$ cat src/rtl/pipe_regs_pkg.sv
// Shared types and helpers for the pipe_regs elastic register pipeline.
package pipe_regs_pkg;

    typedef logic [7:0] beat_t;

    // Width of an occupancy counter able to hold 0..depth.
    function automatic int cnt_w(input int depth);
        return $clog2(depth + 1);
    endfunction

endpackage

$ cat src/rtl/pipe_regs_if.sv
// Valid/ready beat channel; master drives valid/data, slave drives ready.
interface pipe_regs_if #(
    parameter int WIDTH = 8
);
    logic             valid;
    logic [WIDTH-1:0] data;
    logic             ready;

    modport master (output valid, output data, input ready);
    modport slave  (input valid, input data, output ready);
endinterface

$ cat src/rtl/pipe_regs_stage.sv
// One pipeline slot: valid/data registers plus its link in the combinational accept chain.
module pipe_regs_stage
    import pipe_regs_pkg::*;
#(
    parameter int               WIDTH      = $bits(beat_t),
    parameter int               DATA_RST   = 1,
    parameter logic [WIDTH-1:0] RESET_DATA = '0
) (
    input  logic             i_clk,
    input  logic             i_srst_n,
    input  logic             i_flush,
    input  logic             i_acc_next,
    input  logic             i_valid,
    input  logic [WIDTH-1:0] i_data,
    output logic             o_acc,
    output logic             o_valid,
    output logic [WIDTH-1:0] o_data
);

    logic             v_q;
    logic             v_d;
    logic [WIDTH-1:0] d_q;
    logic [WIDTH-1:0] d_d;
    logic             load_d;

    // An empty slot always accepts, so bubbles collapse toward the output.
    assign o_acc  = !v_q | i_acc_next;
    assign load_d = o_acc & i_valid & !i_flush;

    always_comb begin
        v_d = v_q;
        if (i_flush) begin
            v_d = 1'b0;
        end else if (o_acc) begin
            v_d = i_valid;
        end
    end

    assign d_d = load_d ? i_data : d_q;

    always_ff @(posedge i_clk) begin
        if (!i_srst_n) begin
            v_q <= 1'b0;
        end else begin
            v_q <= v_d;
        end
    end

    generate
        if (DATA_RST != 0) begin : g_data_rst
            always_ff @(posedge i_clk) begin
                if (!i_srst_n) begin
                    d_q <= RESET_DATA;
                end else begin
                    d_q <= d_d;
                end
            end
        end else begin : g_data_norst
            // Reset leaves the data register alone rather than loading it.
            always_ff @(posedge i_clk) begin
                if (i_srst_n) begin
                    d_q <= d_d;
                end
            end
        end
    endgenerate

    assign o_valid = v_q;
    assign o_data  = d_q;

endmodule

$ cat src/rtl/pipe_regs.sv
// Bubble-collapsing DEPTH-stage valid/ready register pipeline.
// Optional occupancy counter port o_count is enabled by defining PIPE_REGS_COUNT_EN.
module pipe_regs
    import pipe_regs_pkg::*;
#(
    parameter int               WIDTH      = $bits(beat_t),
    parameter int               DEPTH      = 3,
    parameter int               DATA_RST   = 1,
    parameter logic [WIDTH-1:0] RESET_DATA = '0
) (
    input  logic                      i_clk,
    input  logic                      i_srst_n,
    input  logic                      i_flush,
    pipe_regs_if.slave                up_if,
    pipe_regs_if.master               dn_if
`ifdef PIPE_REGS_COUNT_EN
    ,
    output logic [cnt_w(DEPTH)-1:0]   o_count
`endif
);

    logic in_vld;
    logic out_hs;

    // Input side: accept only when the head slot frees up and no flush is pending.
    assign up_if.ready = g_stage[0].acc_w & !i_flush;
    assign in_vld      = up_if.valid & up_if.ready;

    generate
        for (genvar k = 0; k < DEPTH; k++) begin : g_stage
            logic             acc_w;
            logic             acc_nxt;
            logic             v_in;
            logic [WIDTH-1:0] d_in;
            logic             v_w;
            logic [WIDTH-1:0] d_w;

            if (k == 0) begin : g_head
                assign v_in = in_vld;
                assign d_in = up_if.data;
            end else begin : g_body
                assign v_in = g_stage[k-1].v_w;
                assign d_in = g_stage[k-1].d_w;
            end

            if (k == DEPTH - 1) begin : g_tail
                assign acc_nxt = dn_if.ready;
            end else begin : g_link
                assign acc_nxt = g_stage[k+1].acc_w;
            end

            pipe_regs_stage #(
                .WIDTH      (WIDTH),
                .DATA_RST   (DATA_RST),
                .RESET_DATA (RESET_DATA)
            ) u_stage (
                .i_clk      (i_clk),
                .i_srst_n   (i_srst_n),
                .i_flush    (i_flush),
                .i_acc_next (acc_nxt),
                .i_valid    (v_in),
                .i_data     (d_in),
                .o_acc      (acc_w),
                .o_valid    (v_w),
                .o_data     (d_w)
            );
        end
    endgenerate

    // Output side: last stage drives the downstream channel.
    assign dn_if.valid = g_stage[DEPTH-1].v_w;
    assign dn_if.data  = g_stage[DEPTH-1].d_w;
    assign out_hs      = dn_if.valid & dn_if.ready;

`ifdef PIPE_REGS_COUNT_EN
    logic [cnt_w(DEPTH)-1:0] count_q;
    logic [cnt_w(DEPTH)-1:0] count_d;

    always_comb begin
        count_d = count_q;
        if (i_flush) begin
            count_d = '0;
        end else if (in_vld && !out_hs) begin
            count_d = count_q + 1'b1;
        end else if (!in_vld && out_hs) begin
            count_d = count_q - 1'b1;
        end
    end

    always_ff @(posedge i_clk) begin
        if (!i_srst_n) begin
            count_q <= '0;
        end else begin
            count_q <= count_d;
        end
    end

    assign o_count = count_q;
`else
    logic unused_out_hs;
    assign unused_out_hs = out_hs;
`endif

endmodule
$ cat src/flat_wrapper.sv
// flat-port wrapper written by rule: the top's interface ports become plain ports
module pipe_regs_flat import pipe_regs_pkg::*;
#(
    parameter int               WIDTH      = $bits(beat_t),
    parameter int               DEPTH      = 3,
    parameter int               DATA_RST   = 1,
    parameter logic [WIDTH-1:0] RESET_DATA = '0
)
  (i_clk, i_srst_n, i_flush, up_if_valid, up_if_data, up_if_ready, dn_if_valid, dn_if_data, dn_if_ready);
  pipe_regs_if #(.WIDTH(WIDTH)) up_if_i ();
  pipe_regs_if #(.WIDTH(WIDTH)) dn_if_i ();
  input  logic i_clk;
  input  logic i_srst_n;
  input  logic i_flush;
  input wire logic [$bits(up_if_i.valid)-1:0] up_if_valid;
  input wire logic [$bits(up_if_i.data)-1:0] up_if_data;
  output wire logic [$bits(up_if_i.ready)-1:0] up_if_ready;
  output wire logic [$bits(dn_if_i.valid)-1:0] dn_if_valid;
  output wire logic [$bits(dn_if_i.data)-1:0] dn_if_data;
  input wire logic [$bits(dn_if_i.ready)-1:0] dn_if_ready;
  assign up_if_i.valid = up_if_valid;
  assign up_if_i.data = up_if_data;
  assign up_if_ready = up_if_i.ready;
  assign dn_if_valid = dn_if_i.valid;
  assign dn_if_data = dn_if_i.data;
  assign dn_if_i.ready = dn_if_ready;
  pipe_regs #(.WIDTH(WIDTH), .DEPTH(DEPTH), .DATA_RST(DATA_RST), .RESET_DATA(RESET_DATA)) u_core (.i_clk(i_clk), .i_srst_n(i_srst_n), .i_flush(i_flush), .up_if(up_if_i), .dn_if(dn_if_i));
endmodule
$ cat config.mk
export PLATFORM = sky130hd
export DESIGN_NAME = pipe_regs_flat
export DESIGN_NICKNAME = d
export VERILOG_FILES = /design/src/rtl/pipe_regs_pkg.sv /design/src/rtl/pipe_regs_if.sv /design/src/rtl/pipe_regs_stage.sv /design/src/rtl/pipe_regs.sv /design/src/flat_wrapper.sv
export SDC_FILE = /design/constraint.sdc
export NUM_CORES = 1
export LEC_CHECK = 0
export CORE_MARGIN = 1.5
export CORE_UTILIZATION = 44
export CTS_BUF_LIST = sky130_fd_sc_hd__clkbuf_8 sky130_fd_sc_hd__clkbuf_16
export DETAILED_ROUTE_END_ITERATION = 8
export GPL_TIMING_DRIVEN = 0
export PLACE_DENSITY = 0.73
export SYNTH_ARGS = -nofsm -noshare
export SYNTH_HDL_FRONTEND = slang
export SYNTH_SLANG_ARGS = --single-unit
export TNS_END_PERCENT = 20
$ cat constraint.sdc
create_clock -name i_clk -period 1 [get_ports i_clk]
set_input_delay 0.15 -clock i_clk [delete_from_list [all_inputs] [get_ports i_clk]]
set_output_delay 0.15 -clock i_clk [all_outputs]
set_load 0.1 [all_outputs]
==> results of run 1 <==
==> placed cells by master (no fill, tap or decap), types with 8 or more instances in the layout <==
master           count
buf_12               9
dfxtp_1             18
a21boi_1             8
nand3_1              8
nand2_1             24
clkdlybuf4s50_1     12
dfxtp_2              8
mux2i_1             16
==> cell type report <==
type                    instances  area, um^2
plain buffers                   9        66.3
clock buffers                   3        41.3
clock inverters                 1        5.00
fillers                       184         709
inverters                       2        7.51
multi-input cells              78         515
flip-flops and latches         27         554
well taps                      28        35.0
repair buffers                 24         320
==> through the flow <==
stage / instances / cell area (um^2) / utilization / hold slack (ns) / total power [mW]
3_3_place_gp: 166 / 1360 / 0.604 / 0.450 / 1.29
4_1_cts: 172 / 1520 / 0.674 / 0.415 / 1.92
2_1_floorplan: 116 / 1110 / - / 0.268 / 1.22
6_report: 172 / 1550 / 0.685 / 0.418 / 1.90
5_1_grt: 172 / 1550 / 0.685 / 0.433 / 1.98
3_5_place_dp: 166 / 1360 / 0.604 / 0.460 / 1.30
==> critical path, delay by kind of cell (launching register included) <==
kind / cells / cell delay (ns)
and+or+nand+nor: 1 / 0.12
AOI/OAI and AO/OA: 1 / 0.17
buffers and inverters: 2 / 0.31
DFF: 1 / 0.35
==> metal layers <==
layer,global-route usage,vias to the layer above
met5,0,-
met4,0.0769,0
met3,0.0257,2
met2,0.296,17
met1,0.220,408
li1,-,447
==> cells by family (layout without fill, tap and decap cells) <==
kind of cell	after synthesis	after routing
and+or+nand+nor	41	41
buffers and inverters	11	39
AOI/OAI and AO/OA	21	21
muxes	16	16
DFF	27	27
==> worst paths after layout <==
kind / end / startpoint / slack [ns]
hold / removal: u_core.g_stage[0].u_stage.o_data[1]$_SDFFE_PN0P_ / up_if_data[1] / 0.42
hold reg to reg: u_core.g_stage[1].u_stage.o_data[2]$_SDFFE_PN0P_ / u_core.g_stage[0].u_stage.o_data[2]$_SDFFE_PN0P_ / 0.47
setup / recovery: up_if_ready / u_core.g_stage[2].u_stage.o_valid$_SDFFE_PP0P_ / -0.38
setup reg to reg: u_core.g_stage[0].u_stage.o_data[3]$_SDFFE_PN0P_ / u_core.g_stage[2].u_stage.o_valid$_SDFFE_PP0P_ / -0.31
==> flip-flops by register name, summed over array words and instances (netlist names) <==
| name | count |
|---|---|
| u_core.g_stage.u_stage.o_valid | 3 |
| u_core.g_stage.u_stage.o_data | 24 |
==> power groups by stage <==
stage | Sequential [mW] | Combinational [mW] | Clock (mW)
2_1_floorplan | 1.13 | 0.0976 | 0
3_3_place_gp | 1.13 | 0.170 | 0
3_5_place_dp | 1.13 | 0.174 | 0
4_1_cts | 1.10 | 0.182 | 0.639
5_1_grt | 1.10 | 0.200 | 0.673
6_report | 1.10 | 0.185 | 0.616
==> repair_timing <==
item,4_1_cts,5_1_grt
setup endpoints to repair,34,34
pin swaps,4,1
setup buffers,2,0
resized for setup,97,7
==> flow_summary.toml, run 1 <==
[run_status]
outcome = "complete, but fails checks"
violations = "setup timing"

[cells_and_area]
syn2layout_area_growth_pct = 43.6
layout-drive-gt1-share = 0.257
layout.nets = 158
n_antenna_cell = 0

[clock_network]
cts_tree = "built"
root_buffer = "clkbuf_8"
cts_sinks = 27
clkTransAtPathRegs_ns = 0.09
clk_latency_ns = 0.27
cts_hold_buf = 0
htreeDepth = 1
numCtsBuffers = 3
cts_buffer_depth = 2

[pwr]
power.density_mw_per_mm2 = 1230
clkPwrFrac = 0.324
swShare = 0.228
comb_power_share = 0.097
seq_power_share = 0.579
peakVddDrop_mv = 0.945
p_leak_nw = 0.649
p_int_mw = 1.47
p_sw_uw = 434

[logic_synthesis]
synth_xor_area_frac = 0
yosysTopAreaCell = "dfxtp_1"
syn_avg_cell_area_um2 = 9.28
synthArstFlopShare = 0
yosys_most_used_dff = "dfxtp_1"
synth_top_area_frac = 0.502
synthSimpleGateAreaFrac = 0.172
ys_warn_count = 0
synth_cells = 116
ys_types = 20
muxShareOfSynthArea = 0.149
synth_nets = 129
synth.most_common_cell = "dfxtp_1"
synth_edf_count = 0
synth_area_leaders = "dfxtp_1 50%, mux2i_1 15%, nand2_1 8.4%, a21boi_1 5.6%, nand3_1 3.7%"
ys_seq_area_frac = 0.502
syn-cell-area_mm2 = 0.00108
synth-compound-area-share = 0.127
synth_fa_ha_area_frac = 0
synth_seq_cells = 27
synthTopCellsByCount = "27 x dfxtp_1, 24 x nand2_1, 16 x mux2i_1"
synth_top_family_by_area = "simple AND/OR/NAND/NOR gates"

[run]
drv_cap = 0

[grt]
antenna_found_initial = 0
grt_usage = 0.175
grt_max_degree = 16
grt_pass1_wl_um = 3590
grt_remaining_overflow = 0
grt_pass1_vias = 814

[worst_hold_path]
whs_path_depth = 3
hold_class = "primary input to flip-flop"

[route]
wl_met2_um = 1090
top_layer = "met4"
drt-initial-drc-count = 9
wl_met3_um = 58
ant_nets = 0
drt-vias-per-instance = 5.08
vias = 874
m1WireLength_um = 1010
wl_per_cell_um = 12.7
drt_wl_total_um = 2190
drt_drc_violations_left = 0
first_pass_iters = 4

[timing]
rsz0062_at_grt = "true"
worst_slack_ns = -0.380
hold_viol = 0
tightest_slew_ns = 0.484
fin_skew_ns = 0.00188
finalSetupTns_ns = -6.07
slew_headroom = 0.680
finalCritPeriodShare = 1.38
period_needed_ns = 1.38
setup_viol = 29
max_freq_mhz = 725
drv_slew = 0

[place]
dp_slack_ns = -1.32
port_buffers = 22
dpl.hpwl_um = 1470
gp_congestion = 0.736

[worst_setup_path]
slowest_stage = "dfxtp_4"
critPathArrivalTime_ns = 1.23
cp_slowest_stage_delay_ns = 0.35
crit_chain = "nor2b_4 > buf_6 > a31oi_4 > buf_12"
cp-start-kind = "flip-flop"
crit_type = "flip-flop to output pin"
endpoint_kind = "output pin"
cp.required_ns = 0.85
crit_fanout = 3
ff2ff_path_depth = 5

[die]
die_area_mm2 = 0.00275
num_rows = 17
die_w_um = 52.5
coreArea_mm2 = 0.00225
initial_utilization = 0.477
io_pins = 23
die_h_um = 52.5
(Power assumes the default switching activity.)
==> run 2, diff against run 1 <==
Settings changed: MAX_ROUTING_LAYER from default to met4, PLACE_DENSITY 0.73 to default, PLACE_DENSITY_LB_ADDON from default to 0.08.
==> run 2 against run 1 <==
Net effect: the run still ends with setup timing left; critical endpoint unchanged; die area did not move; maximum frequency barely moved; sequential power barely moved; global-route usage rose by 1.4 points; clock power rose by 1%; combinational power barely moved; sequential share of layout area fell by 0.52 points; setup slack improved by 0.00050 ns.
==> flow_summary.toml, run 2 (synthesis results as in run 1) <==
[worst_setup_path]
crit_fanout = 2
path_delay_family = "flip-flops"
cp.required_ns = 0.85
startpoint = "u_core.g_stage[2].u_stage.o_valid$_SDFFE_PP0P_"
ff2ff_path_depth = 5
endpoint_kind = "output pin"
cp_slowest_stage_delay_ns = 0.35
slowest_stage = "dfxtp_4"
crit_chain = "nor2b_4 > buf_6 > a31oi_4 > buf_12"
cp.depth = 4
r2r_start = "u_core.g_stage[2].u_stage.o_valid$_SDFFE_PP0P_"
r2r_slack_ns = -0.31
crit_type = "flip-flop to output pin"
critPathArrivalTime_ns = 1.23
cp-start-kind = "flip-flop"
critPathCapture = "up_if_ready"
worst_r2r_endpoint = "u_core.g_stage[0].u_stage.o_data[4]$_SDFFE_PN0P_"
timing.critical_path.buf_inv = 2

[timing]
rsz0062_at_grt = "true"
tightest_slew_ns = 0.412
finalSetupTns_ns = -5.58
worst_slack_ns = -0.379
max_freq_mhz = 725
fin_skew_ns = 0.00329
setup_viol = 28
finalCritPeriodShare = 1.38
slew_headroom = 0.726
hold_viol = 0
period_needed_ns = 1.38
drv_slew = 0

[clock_network]
clkTransAtPathRegs_ns = 0.09
cts_hold_buf = 0
htreeDepth = 1
clk_latency_ns = 0.27
cts_tree = "built"
cts_sinks = 27
cts_buffer_depth = 2
numCtsBuffers = 3
root_buffer = "clkbuf_8"

[place]
port_buffers = 22
dpl.hpwl_um = 1430
gp_congestion = 0.741
dp_slack_ns = -1.32
placed_cell_area_mm2 = 0.00136

[cells_and_area]
layout.nets = 159
fin_util = 0.695
n_antenna_cell = 0
layout-drive-gt1-share = 0.276
largest_reg_flops = 24
multi_input_area_um2 = 508
fin_area_mm2 = 0.00157
seqCellArea_um2 = 554
final_common_cell = "nand2_1"
layout_common_cells = "24 x nand2_1, 18 x dfxtp_1, 16 x mux2i_1"
syn2layout_area_growth_pct = 45.7
nFillCells = 184

[route]
drt-initial-drc-count = 15
vias = 893
drt_wl_total_um = 2120
wl_per_cell_um = 12.3
drt-vias-per-instance = 5.16
ant_nets = 0
drt_drc_violations_left = 0
first_pass_iters = 3

[pwr]
p_int_mw = 1.47
p_leak_nw = 0.662
comb_power_share = 0.096
finalPower_mw = 1.91
swShare = 0.228
p_sw_uw = 436
clkPwrFrac = 0.327
power.density_mw_per_mm2 = 1220
peakVddDrop_mv = 0.839
seq_power_share = 0.576

[die]
initial_utilization = 0.477
io_pins = 23
die_area_mm2 = 0.00275
coreArea_mm2 = 0.00225
num_rows = 17
die_h_um = 52.5
die_w_um = 52.5

[grt]
grt_remaining_overflow = 0
grt_pass1_wl_um = 3750
antenna_found_initial = 0
grt_pass1_vias = 861
grt_max_degree = 17
grt_usage = 0.189

[run]
drv_cap = 0

[worst_hold_path]
hold_class = "primary input to flip-flop"

[run_status]
outcome = "complete, but fails checks"
violations = "setup timing"
run 2: metal layers:
metal / routed length (um) / share of wire / GRT usage
met3: 57 / 0.027 / 0.0314
met4: 9 / 0.0042 / 0.0897
met1: 1000 / 0.47 / 0.241
met5: 0 / 0 / -
met2: 1060 / 0.50 / 0.294
run 2: final cells by class:
| class | instances | area share |
|---|---|---|
| tap | 28 | 0.0223 |
| multi-input combinational | 78 | 0.324 |
| clock buffer | 3 | 0.0263 |
| clock inverter | 1 | 0.00399 |
| buffer | 9 | 0.0495 |
| inverter | 2 | 0.00479 |
| timing repair buffer | 25 | 0.215 |
| sequential | 27 | 0.354 |
run 2: power groups by stage:
stage | Sequential [mW] | Combinational [mW] | Clock, mW
4_1_cts | 1.10 | 0.181 | 0.651
5_1_grt | 1.10 | 0.199 | 0.698
3_5_place_dp | 1.13 | 0.174 | 0
3_3_place_gp | 1.13 | 0.169 | 0
2_1_floorplan | 1.13 | 0.0976 | 0
6_report | 1.10 | 0.184 | 0.625
run 2: worst reg2reg max path, delay by kind of cell, from the launching register on:
kind | cells | cell delay, ns
AO/OA/AOI/OAI | 1 | 0.32
buffers and inverters | 2 | 0.29
flip-flops | 1 | 0.35
multiplexers | 1 | 0.11
AND/OR/NAND/NOR | 1 | 0.13
run 2: how the worst min path moves through the flow:
stage	start	end	slack (ns)	cells after the start
global route	up_if_data[3]	u_core.g_stage[0].u_stage.o_data[3]$_SDFFE_PN0P_	0.43	3
finish	up_if_data[3]	u_core.g_stage[0].u_stage.o_data[3]$_SDFFE_PN0P_	0.42	3
floorplan	up_if_valid	u_core.g_stage[0].u_stage.o_valid$_SDFFE_PP0N_	0.27	2
detailed placement	u_core.g_stage[1].u_stage.o_data[4]$_SDFFE_PN0P_	u_core.g_stage[1].u_stage.o_data[4]$_SDFFE_PN0P_	0.45	2
CTS	up_if_data[3]	u_core.g_stage[0].u_stage.o_data[3]$_SDFFE_PN0P_	0.41	3
global placement	u_core.g_stage[1].u_stage.o_data[5]$_SDFFE_PN0P_	u_core.g_stage[1].u_stage.o_data[5]$_SDFFE_PN0P_	0.45	2
run 2: stage by stage:
stage | hold WS, ns | instances
floorplan | 0.268 | 116
global placement | 0.453 | 166
detailed placement | 0.454 | 166
CTS | 0.408 | 172
global route | 0.431 | 173
finish | 0.418 | 173
run 2: what timing repair did:
item / in CTS / in global routing
cloned: 0 / 0
buffers inserted: 2 / 1
resized for setup: 94 / 23
endpoints found under the hold margin: 0 / 0
pin swaps: 4 / 1
endpoints found under the setup margin: 34 / 33
==> run 3, diff against run 2 <==
Settings changed: CORE_MARGIN 1.5 to 2.
==> run 3 against run 2 <==
Net effect: via count down 4.0%; non-clock buffer count down 1; the flow still finishes with violations (setup timing); utilization down 1.6 points; global-route usage down 0.54 points; maximum frequency up 0.37%; clock skew up 0.0016 ns; hold slack worse by 0.0040 ns; power down 0.57%; routed wire length down 4.4%; critical endpoint unchanged; critical path depth unchanged; highest routed layer unchanged.
==> flow_summary.toml, run 3 (synthesis results as in run 1) <==
[timing]
worst_slack_ns = -0.374
slew_headroom = 0.681
fin_skew_ns = 0.00487
drv_slew = 0
max_freq_mhz = 728
period_needed_ns = 1.37
rsz0062_at_grt = "true"
finalCritPeriodShare = 1.37
setup_viol = 28
hold_viol = 0
tightest_slew_ns = 0.482

[die]
num_rows = 17
die_h_um = 53.5
die_w_um = 53.5
coreArea_mm2 = 0.00225
io_pins = 23
die_area_mm2 = 0.00286
initial_utilization = 0.477

[worst_setup_path]
cp.required_ns = 0.85
cp_slowest_stage_delay_ns = 0.35
r2r_start = "u_core.g_stage[2].u_stage.o_valid$_SDFFE_PP0P_"
path_delay_family = "flip-flops"
cp-start-kind = "flip-flop"
crit_chain = "nor2b_4 > buf_6 > a31oi_4 > buf_12"
slowest_stage = "dfxtp_4"
crit_fanout = 3
critPathArrivalTime_ns = 1.22
crit_type = "flip-flop to output pin"
endpoint_kind = "output pin"
startpoint = "u_core.g_stage[2].u_stage.o_valid$_SDFFE_PP0P_"
timing.critical_path.buf_inv = 2

[clock_network]
htreeDepth = 1
cts_tree = "built"
cts_buffer_depth = 2
cts_hold_buf = 0
cts_sinks = 27
root_buffer = "clkbuf_8"
clkTransAtPathRegs_ns = 0.09
numCtsBuffers = 3
clk_latency_ns = 0.27

[place]
gp_congestion = 0.735
dp_slack_ns = -1.32
placed_cells = 166
placed_cell_area_mm2 = 0.00136
port_buffers = 22
dpl.hpwl_um = 1450

[grt]
grt_pass1_wl_um = 3710
grt_max_degree = 16
grt_remaining_overflow = 0
grt_usage = 0.184
grt_pass1_vias = 832
antenna_found_initial = 0

[pwr]
p_leak_nw = 0.649
finalPower_mw = 1.90
power.density_mw_per_mm2 = 1240
peakVddDrop_mv = 0.883

[cells_and_area]
n_antenna_cell = 0
syn2layout_area_growth_pct = 42.4
fin_util = 0.680
fin_area_mm2 = 0.00153
finalNonFillerCells = 172
nFillCells = 189
final_common_cell = "nand2_1"
layout.nets = 158
layout-drive-gt1-share = 0.257
layout_common_cells = "24 x nand2_1, 18 x dfxtp_1, 16 x mux2i_1"
largest_reg_flops = 24

[route]
drt-initial-drc-count = 13
first_pass_iters = 4
drt_drc_violations_left = 0
drt_wl_total_um = 2030
wl_per_cell_um = 11.8
ant_nets = 0
vias = 857
drt-vias-per-instance = 4.98

[run_status]
outcome = "complete, but fails checks"
violations = "setup timing"

[worst_hold_path]
hold_class = "primary input to flip-flop"
min_from = "up_if_data[6]"

[run]
drv_cap = 0
run 3: cell types whose count changed in the layout (fill, tap and decap cells not counted), sizes merged:
| cell | previous run | this run |
|---|---|---|
| clkbuf | 6 | 7 |
| buf | 19 | 17 |
| clkinv | 0 | 1 |
| inv | 3 | 2 |
run 3: metal layers:
| layer | vias to the layer above | track usage | part of all wire |
|---|---|---|---|
| li1 | 445 | - | - |
| met1 | 391 | 0.225 | 0.49 |
| met2 | 19 | 0.302 | 0.47 |
| met3 | 2 | 0.0254 | 0.034 |
| met4 | 0 | 0.0769 | 0.0044 |
| met5 | - | - | 0 |
run 3: worst reg2reg max path, cell delays in order (launching register included):
cell and delay, ns:
dfxtp_4 0.35, nor2b_4 0.12, buf_4 0.14, a311o_1 0.32
buf_6 0.15, mux2i_1 0.11
run 3: cell type report:
cell class,instances,area [um^2],area share
Clock inverter,1,5.00,0.00327
Multi-Input combinational cell,78,503,0.328
Inverter,2,7.51,0.00490
Clock buffer,3,41.3,0.0269
Buffer,9,66.3,0.0433
Sequential cell,27,554,0.362
Timing Repair Buffer,24,320,0.209
Tap cell,28,35.0,0.0229
run 3: what timing repair did:
| action | 4_1_cts | 5_1_grt |
|---|---|---|
| setup buffers | 2 | 0 |
| endpoints found under the setup margin | 34 | 35 |
| gates resized for setup | 89 | 12 |
| pin swaps | 4 | 1 |
run 3: path summary, 6_finish.rpt:
check / end / slack, ns / cells after the start
min: u_core.g_stage[0].u_stage.o_data[6]$_SDFFE_PN0P_ / 0.41 / 3
max: up_if_ready / -0.37 / 4
max reg2reg: u_core.g_stage[0].u_stage.o_data[1]$_SDFFE_PN0P_ / -0.30 / 5
min reg2reg: u_core.g_stage[2].u_stage.o_data[5]$_SDFFE_PN0P_ / 0.46 / 2
run 3: report_power, final:
group / total [mW] / switching [mW] / internal (mW)
Sequential: 1.10 / 0.00815 / 1.09
Combinational: 0.182 / 0.0869 / 0.0947
Clock: 0.617 / 0.338 / 0.279
run 3: through the flow:
| step | hold slack (ns) | TNS [ns] |
|---|---|---|
| after global routing | 0.427 | -7.67 |
| after global placement | 0.453 | -17.10 |
| after floorplan | 0.268 | -8.77 |
| after detailed placement | 0.453 | -17.93 |
| after CTS | 0.413 | -5.90 |
| final | 0.414 | -5.72 |
